==> src/rtl/exu_wbck_ctrl_pkg.sv <==
// -----------------------------------------------------------------------------
// exu_wbck_ctrl_pkg
// Shared constants for the EXU write-back path. These are the design-wide
// register-file defaults used by the write-back controller and its OITF.
//   DEF_XLEN         : datapath width
//   DEF_RFIDX_WIDTH  : register index width
//   RFREG_NUM        : number of architectural registers
//   OITF_ENTRY_W     : width of one OITF entry {rdwen, rdidx}
//   DEF_OITF_DEPTH   : default number of in-flight long-pipe instructions
// -----------------------------------------------------------------------------
package exu_wbck_ctrl_pkg;

    localparam int DEF_XLEN        = 32;
    localparam int DEF_RFIDX_WIDTH = 5;
    localparam int RFREG_NUM       = 1 << DEF_RFIDX_WIDTH;
    localparam int OITF_ENTRY_W    = DEF_RFIDX_WIDTH + 1;
    localparam int DEF_OITF_DEPTH  = 2;

endpackage

==> src/rtl/exu_wbck_ctrl_oitf.sv <==
// -----------------------------------------------------------------------------
// exu_oitf
// Outstanding-instruction FIFO for long-pipe (LSU/MUL/DIV) instructions.
// Holds {rdwen, rdidx} per in-flight instruction, the read/write pointers
// (index plus wrap flag), full/empty status and a per-entry hazard match
// vector against the operands of the instruction being dispatched.
// Ports:
//   clk, rst               : clock, asynchronous active-high reset
//   alloc_i, alloc_*_i     : push a new entry at the write pointer
//   retire_i               : pop the entry at the read pointer
//   rs*/rd*_en_i, _idx_i   : operands of the dispatching instruction
//   full_o, empty_o        : occupancy status
//   wptr_idx_o, rptr_idx_o : pointer index bits (wptr index is the new itag)
//   ret_rdwen_o/rdidx_o    : contents of the oldest entry
//   match_o                : per-entry RAW/WAW hit
// -----------------------------------------------------------------------------
module exu_oitf
    import exu_wbck_ctrl_pkg::*;
#(
    parameter int RFIDX_WIDTH = DEF_RFIDX_WIDTH,
    parameter int DEPTH       = DEF_OITF_DEPTH,
    localparam int TAG_W      = $clog2(DEPTH)
) (
    input  logic                   clk,
    input  logic                   rst,
    input  logic                   alloc_i,
    input  logic                   alloc_rdwen_i,
    input  logic [RFIDX_WIDTH-1:0] alloc_rdidx_i,
    input  logic                   retire_i,
    input  logic                   rs1_en_i,
    input  logic [RFIDX_WIDTH-1:0] rs1_idx_i,
    input  logic                   rs2_en_i,
    input  logic [RFIDX_WIDTH-1:0] rs2_idx_i,
    input  logic                   rd_en_i,
    input  logic [RFIDX_WIDTH-1:0] rd_idx_i,
    output logic                   full_o,
    output logic                   empty_o,
    output logic [TAG_W-1:0]       wptr_idx_o,
    output logic [TAG_W-1:0]       rptr_idx_o,
    output logic                   ret_rdwen_o,
    output logic [RFIDX_WIDTH-1:0] ret_rdidx_o,
    output logic [DEPTH-1:0]       match_o
);

    // Pointers carry one extra MSB as a wrap flag so full and empty differ.
    logic [TAG_W:0] wptr_q, wptr_d;
    logic [TAG_W:0] rptr_q, rptr_d;

    logic [DEPTH-1:0]       ent_rdwen;
    logic [RFIDX_WIDTH-1:0] ent_rdidx [DEPTH];

    assign wptr_d = alloc_i  ? wptr_q + 1'b1 : wptr_q;
    assign rptr_d = retire_i ? rptr_q + 1'b1 : rptr_q;

    always_ff @(posedge clk or posedge rst) begin
        if (rst) begin
            wptr_q <= '0;
            rptr_q <= '0;
        end else begin
            wptr_q <= wptr_d;
            rptr_q <= rptr_d;
        end
    end

    assign wptr_idx_o = wptr_q[TAG_W-1:0];
    assign rptr_idx_o = rptr_q[TAG_W-1:0];
    assign empty_o    = (wptr_q == rptr_q);
    assign full_o     = (wptr_q[TAG_W-1:0] == rptr_q[TAG_W-1:0]) &&
                        (wptr_q[TAG_W] != rptr_q[TAG_W]);

    generate
        for (genvar gi = 0; gi < DEPTH; gi++) begin : g_ent
            logic                   vld_q;
            logic                   rdwen_q;
            logic [RFIDX_WIDTH-1:0] rdidx_q;

            // Alloc and retire can never hit the same slot in one cycle:
            // that would require the FIFO to be both full and non-full.
            always_ff @(posedge clk or posedge rst) begin
                if (rst) begin
                    vld_q   <= 1'b0;
                    rdwen_q <= 1'b0;
                    rdidx_q <= '0;
                end else if (alloc_i && (wptr_q[TAG_W-1:0] == TAG_W'(gi))) begin
                    vld_q   <= 1'b1;
                    rdwen_q <= alloc_rdwen_i;
                    rdidx_q <= alloc_rdidx_i;
                end else if (retire_i && (rptr_q[TAG_W-1:0] == TAG_W'(gi))) begin
                    vld_q   <= 1'b0;
                end
            end

            assign ent_rdwen[gi] = rdwen_q;
            assign ent_rdidx[gi] = rdidx_q;

            // x0 is hard-wired, so a pending write to it is never a hazard.
            assign match_o[gi] = vld_q && rdwen_q && (rdidx_q != '0) &&
                                 ((rs1_en_i && (rs1_idx_i == rdidx_q)) ||
                                  (rs2_en_i && (rs2_idx_i == rdidx_q)) ||
                                  (rd_en_i  && (rd_idx_i  == rdidx_q)));
        end
    endgenerate

    assign ret_rdwen_o = ent_rdwen[rptr_q[TAG_W-1:0]];
    assign ret_rdidx_o = ent_rdidx[rptr_q[TAG_W-1:0]];

endmodule

==> src/rtl/exu_wbck_ctrl.sv <==
// -----------------------------------------------------------------------------
// exu_wbck_ctrl
// Write-back controller owning the single register-file write port. Shares it
// between the single-cycle ALU and the long pipe (fixed priority to the long
// pipe), tracks long-pipe instructions in an OITF and raises dep_hazard so
// dispatch stalls on RAW/WAW conflicts with in-flight long-pipe results.
// Ports:
//   clk, rst                      : clock, asynchronous active-high reset
//   disp_long_*                   : OITF allocation handshake, itag returned
//   disp_rs1/rs2/rd_en/_idx       : operands of the dispatching instruction
//   dep_hazard, oitf_empty        : dispatch stall / nothing in flight
//   alu_wbck_*                    : ALU result handshake
//   long_wbck_*                   : long-pipe result handshake (in tag order)
//   wbck_dest_ena/idx/data        : registered register-file write port
// -----------------------------------------------------------------------------
module exu_wbck_ctrl
    import exu_wbck_ctrl_pkg::*;
#(
    parameter int XLEN        = DEF_XLEN,
    parameter int RFIDX_WIDTH = DEF_RFIDX_WIDTH,
    parameter int OITF_DEPTH  = DEF_OITF_DEPTH,
    localparam int TAG_W      = $clog2(OITF_DEPTH)
) (
    input  logic                   clk,
    input  logic                   rst,
    input  logic                   disp_long_valid,
    output logic                   disp_long_ready,
    input  logic                   disp_long_rdwen,
    input  logic [RFIDX_WIDTH-1:0] disp_long_rdidx,
    output logic [TAG_W-1:0]       disp_long_itag,
    input  logic                   disp_rs1_en,
    input  logic                   disp_rs2_en,
    input  logic                   disp_rd_en,
    input  logic [RFIDX_WIDTH-1:0] disp_rs1_idx,
    input  logic [RFIDX_WIDTH-1:0] disp_rs2_idx,
    input  logic [RFIDX_WIDTH-1:0] disp_rd_idx,
    output logic                   dep_hazard,
    output logic                   oitf_empty,
    input  logic                   alu_wbck_valid,
    output logic                   alu_wbck_ready,
    input  logic [RFIDX_WIDTH-1:0] alu_wbck_idx,
    input  logic [XLEN-1:0]        alu_wbck_data,
    input  logic                   long_wbck_valid,
    output logic                   long_wbck_ready,
    input  logic [TAG_W-1:0]       long_wbck_itag,
    input  logic [XLEN-1:0]        long_wbck_data,
    output logic                   wbck_dest_ena,
    output logic [RFIDX_WIDTH-1:0] wbck_dest_idx,
    output logic [XLEN-1:0]        wbck_dest_data
);

    logic                   oitf_full;
    logic                   alloc;
    logic                   retire;
    logic                   alu_fire;
    logic [TAG_W-1:0]       rptr_idx;
    logic                   ret_rdwen;
    logic [RFIDX_WIDTH-1:0] ret_rdidx;
    logic [OITF_DEPTH-1:0]  match_vec;

    logic                   ena_q, ena_d;
    logic [RFIDX_WIDTH-1:0] idx_q, idx_d;
    logic [XLEN-1:0]        data_q, data_d;

    // Ready depends only on current occupancy, never on a same-cycle retire.
    assign disp_long_ready = !oitf_full;
    assign alloc           = disp_long_valid && disp_long_ready;

    // Only the oldest tag may retire, which keeps long-pipe writes in order.
    assign long_wbck_ready = !oitf_empty && (long_wbck_itag == rptr_idx);
    assign retire          = long_wbck_valid && long_wbck_ready;

    assign alu_wbck_ready  = !retire;
    assign alu_fire        = alu_wbck_valid && alu_wbck_ready;

    assign dep_hazard      = |match_vec;

    exu_oitf #(
        .RFIDX_WIDTH (RFIDX_WIDTH),
        .DEPTH       (OITF_DEPTH)
    ) u_oitf (
        .clk           (clk),
        .rst           (rst),
        .alloc_i       (alloc),
        .alloc_rdwen_i (disp_long_rdwen),
        .alloc_rdidx_i (disp_long_rdidx),
        .retire_i      (retire),
        .rs1_en_i      (disp_rs1_en),
        .rs1_idx_i     (disp_rs1_idx),
        .rs2_en_i      (disp_rs2_en),
        .rs2_idx_i     (disp_rs2_idx),
        .rd_en_i       (disp_rd_en),
        .rd_idx_i      (disp_rd_idx),
        .full_o        (oitf_full),
        .empty_o       (oitf_empty),
        .wptr_idx_o    (disp_long_itag),
        .rptr_idx_o    (rptr_idx),
        .ret_rdwen_o   (ret_rdwen),
        .ret_rdidx_o   (ret_rdidx),
        .match_o       (match_vec)
    );

    always_comb begin
        ena_d  = 1'b0;
        idx_d  = idx_q;
        data_d = data_q;
        if (retire) begin
            ena_d  = ret_rdwen;
            idx_d  = ret_rdidx;
            data_d = long_wbck_data;
        end else if (alu_fire) begin
            ena_d  = 1'b1;
            idx_d  = alu_wbck_idx;
            data_d = alu_wbck_data;
        end
        // x0 is read-only; suppress the write strobe but keep the pulse slot.
        if (idx_d == '0) begin
            ena_d = 1'b0;
        end
    end

    always_ff @(posedge clk or posedge rst) begin
        if (rst) begin
            ena_q  <= 1'b0;
            idx_q  <= '0;
            data_q <= '0;
        end else begin
            ena_q  <= ena_d;
            idx_q  <= idx_d;
            data_q <= data_d;
        end
    end

    assign wbck_dest_ena  = ena_q;
    assign wbck_dest_idx  = idx_q;
    assign wbck_dest_data = data_q;

endmodule

==> config.mk <==
export PLATFORM = sky130hd
export DESIGN_NAME = exu_wbck_ctrl
export DESIGN_NICKNAME = d
export VERILOG_FILES = /design/src/rtl/exu_wbck_ctrl_pkg.sv /design/src/rtl/exu_wbck_ctrl_oitf.sv /design/src/rtl/exu_wbck_ctrl.sv
export SDC_FILE = /design/constraint.sdc
export NUM_CORES = 1
export LEC_CHECK = 0
export ABC_AREA = 1
export BUFFER_PORTS_ARGS = -buffer_cell sky130_fd_sc_hd__buf_4
export CAP_MARGIN = 15
export CORE_UTILIZATION = 50
export DETAILED_ROUTE_END_ITERATION = 8
export PLACE_DENSITY_LB_ADDON = 0.08
export SLEW_MARGIN = 20
export SYNTH_ARGS = -nofsm -noshare
export SYNTH_HDL_FRONTEND = slang
export SYNTH_SLANG_ARGS = --single-unit
export TNS_END_PERCENT = 1
==> constraint.sdc <==
create_clock -name clk -period 2.45 [get_ports clk]
set_input_delay 0.3675 -clock clk [delete_from_list [all_inputs] [get_ports clk]]
set_output_delay 0.3675 -clock clk [all_outputs]
set_load 0.01 [all_outputs]
==> impl_summary.log <==
INFO  metric layout.cells.most_common_list = 146 x sky130_fd_sc_hd__buf_4, 139 x sky130_fd_sc_hd__nand2_1, 56 x sky130_fd_sc_hd__dfrtp_1
INFO  metric worst-r2r-cell-count = 8
INFO  metric post_cts_setup_bufs = 0
INFO  metric cell_types_with_the_largest_area_share_after_synthesis = sky130_fd_sc_hd__dfrtp_1 47%, sky130_fd_sc_hd__nand2_1 18%, sky130_fd_sc_hd__nand3_1 7.9%
INFO  metric p_leak = 2.27 nW
INFO  metric post_synth.cell_area_avg = 7.49 um^2
INFO  metric layout-drive-gt1-share = 30.9%
INFO  metric diodes = 0
INFO  metric placement_rows = 27
INFO  metric cts_buffer_depth = 2
INFO  metric routed_wirelength = 8.51 mm
INFO  metric tritoncts_clock_tree = built
INFO  metric multi_input_gate_area_in_the_final_layout = 0.00132 mm^2
INFO  metric vias_per_cell = 5.14
INFO  metric yosys.area.top_type = sky130_fd_sc_hd__dfrtp_1
INFO  metric drtIter0Drc = 225
INFO  metric placed_wire_length_estimate_after_detailed_placement = 6.44 mm
INFO  metric finalSetupViolations = 0
INFO  metric clock_skew = 6.07 ps
INFO  metric vdd.ir_drop.worst = 0.853 mV
INFO  metric n_fill_cell = 451
INFO  metric clock_root_buffer = sky130_fd_sc_hd__clkbuf_8
INFO  metric place.port_buffers = 142
INFO  metric maximum_clock_frequency = 471 MHz
INFO  metric placeableCoreArea = 0.00561 mm^2
INFO  metric crit_path_max_fanout = 7
INFO  metric synth_area = 0.00296 mm^2
INFO  metric post_cts.resized_instances = 0
INFO  metric cts_num_sinks = 56
INFO  metric final_common_cell = sky130_fd_sc_hd__buf_4
INFO  metric clock_latency = 320 ps
INFO  metric ant_nets = 0
INFO  metric period_share = 86.6%
INFO  metric grt_setup_unrepaired = false
INFO  metric totalNegativeSetupSlack = 0 ps
INFO  metric critical_path_class = flop to output pin
INFO  metric final_net_count = 635
INFO  metric tritoncts.num_buffers = 5
INFO  metric seq_area_frac_synth = 47.3%
INFO  metric ys_types = 26
INFO  metric finalHoldViolCount = 0
INFO  metric globalRouteOverflowTotal = 0
INFO  metric floorplan.initialDensity = 52.8%
INFO  metric grt_use_total = 28.2%
INFO  metric die_width = 78.9 um
INFO  metric post_cts_clock_slew_at_the_launch_and_capture_registers_of_the_worst_setup_and_hold_paths = 110 ps
INFO  metric transition_time_at_the_pin_with_the_least_slew_margin = 720 ps
INFO  metric num_vias = 3132
INFO  metric fp.dieArea = 0.00623 mm^2
INFO  metric post-layout-total-power = 4.60 mW
INFO  metric worst_slew_margin_rel = 51.9%
INFO  metric final_min_period = 2120 ps
INFO  metric postSynthRegisterBits = 56
INFO  metric globalplace.congestion = 0.950
INFO  metric grt_antenna_before_repair = 0
INFO  metric route.detailed.wl_per_inst = 14.0 um
INFO  metric arrival = 1750 ps
INFO  metric first_global_vias = 2961
INFO  metric cts_hold_repair.buffers = 0
INFO  metric class_of_the_worst_hold_path = input pin to async pin
INFO  metric max_cap_viol_count = 0
INFO  metric floorplan.die.height = 78.9 um
INFO  metric drc = 0
INFO  metric worstSetupEndpointType = output pin
INFO  metric io-pin-count = 143
INFO  metric grt_start_max_net_pins = 35
INFO  metric outcome = completed
INFO  metric yosys.area.top_type_share = 47.3%
INFO  metric startpoint_type = flop
INFO  metric area.sequential = 0.00140 mm^2
INFO  metric flow.area_growth_from_synthesis = 41.8%
INFO  metric syn_inst = 395
INFO  metric ys_warn_count = 0
INFO  metric drtPass1Iterations = 4
INFO  metric cp_data_required_time = 2080 ps
INFO  metric cts_htree_levels = 2
INFO  metric final_max_slew_viol_count = 0
INFO  metric grt_pass1_wl = 13.6 mm
INFO  metric power_density_cells = 1090 mW/mm^2
INFO  metric mappedNetlistNets = 494
## critical path, stage by stage, from the launching register on
cell and delay, ps:
sky130_fd_sc_hd__dfrtp_1 420, sky130_fd_sc_hd__inv_1 240, sky130_fd_sc_hd__o22ai_1 130, sky130_fd_sc_hd__nor4_1 240, sky130_fd_sc_hd__nand2_1 100, sky130_fd_sc_hd__nand3_1 80
sky130_fd_sc_hd__nand2_1 50, sky130_fd_sc_hd__nand2_1 60, sky130_fd_sc_hd__buf_4 110
## where the power goes
part / leakage (nW) / switching (mW) / internal, mW
sequential: 0.680 / 0.385 / 1.35
clock: 0.0558 / 0.320 / 0.310
combinational: 1.54 / 1.24 / 0.997
total: 2.27 / 1.94 / 2.65
## Yosys cell counts
cell,number
sky130_fd_sc_hd__dfrtp_1,56
sky130_fd_sc_hd__buf_2,12
sky130_fd_sc_hd__and2_1,1
sky130_fd_sc_hd__a211oi_1,1
sky130_fd_sc_hd__xnor2_1,4
sky130_fd_sc_hd__inv_2,5
sky130_fd_sc_hd__a221oi_1,3
sky130_fd_sc_hd__xnor2_2,1
sky130_fd_sc_hd__nor4_1,1
sky130_fd_sc_hd__nand3_4,1
sky130_fd_sc_hd__o21ai_0,17
sky130_fd_sc_hd__xor2_1,4
sky130_fd_sc_hd__nand2_1,139
sky130_fd_sc_hd__nand2_4,2
sky130_fd_sc_hd__nor2_2,1
sky130_fd_sc_hd__o21ai_1,4
sky130_fd_sc_hd__o22ai_1,13
sky130_fd_sc_hd__nand4_1,5
sky130_fd_sc_hd__a21oi_1,6
sky130_fd_sc_hd__inv_1,42
sky130_fd_sc_hd__nor2_1,24
sky130_fd_sc_hd__nand3_1,47
sky130_fd_sc_hd__o311ai_0,2
sky130_fd_sc_hd__o211a_1,1
sky130_fd_sc_hd__o221ai_1,1
sky130_fd_sc_hd__nand2_2,2
## area by class of cell
type                            instances  area share [%]
Timing Repair Buffer                  146            26.1
Sequential cell                        56            33.4
Inverter                               47            4.20
Multi-Input combinational cell        280            31.5
Tap cell                               72            2.15
Clock inverter                          2           0.924
Clock buffer                            6            1.73
## routing by layer
| layer | global-route usage, % | wire (um) | vias to the layer above |
|---|---|---|---|
| li1 | - | - | 1553 |
| met1 | 37.3 | 3620 | 1410 |
| met2 | 45.6 | 3960 | 152 |
| met3 | 7.24 | 742 | 17 |
| met4 | 8.55 | 179 | 0 |
| met5 | 0 | 0 | - |
## worst paths after layout
path	endpoint	slack [ps]	startpoint
worst max-delay path	dep_hazard	330	u_oitf.g_ent[0].rdidx_q[1]
worst min-delay path	wbck_dest_idx[1]	160	rst
worst max register to register	wbck_dest_data[9]	580	u_oitf.rptr_q[0]
worst min register to register	wbck_dest_data[22]	500	wbck_dest_data[22]
max in group asynchronous	wbck_dest_data[15]	1640	rst
min in group clk	wbck_dest_data[8]	240	alu_wbck_data[8]
## kinds of logic after synthesis
| family | Yosys count | share of synthesized area (%) |
|---|---|---|
| compound gates | 48 | 9.68 |
| xor+xnor | 9 | 2.92 |
| buf+inv | 59 | 7.99 |
| flops | 56 | 47.3 |
| simple gates | 223 | 32.1 |
## flip-flops by register name (all words and copies together) (netlist names)
signal,cells
u_oitf.g_ent.rdidx_q,10
u_oitf.g_ent.rdwen_q,2
u_oitf.wptr_q,2
wbck_dest_idx,5
u_oitf.g_ent.vld_q,2
wbck_dest_data,32
wbck_dest_ena,1
u_oitf.rptr_q,2
## through the flow
stage,setup slack [ps],instances,cell area [um^2],util (%),hold WS (ps)
final,329,609,4200,74.9,156
after global routing,174,609,4200,74.9,215
after CTS,371,609,4200,74.9,182
after detailed placement,606,601,4090,72.9,474
after global placement,693,601,4090,72.9,466
after floorplan,711,395,2960,-,443
No activity file was read; power rests on OpenSTA's default activity.
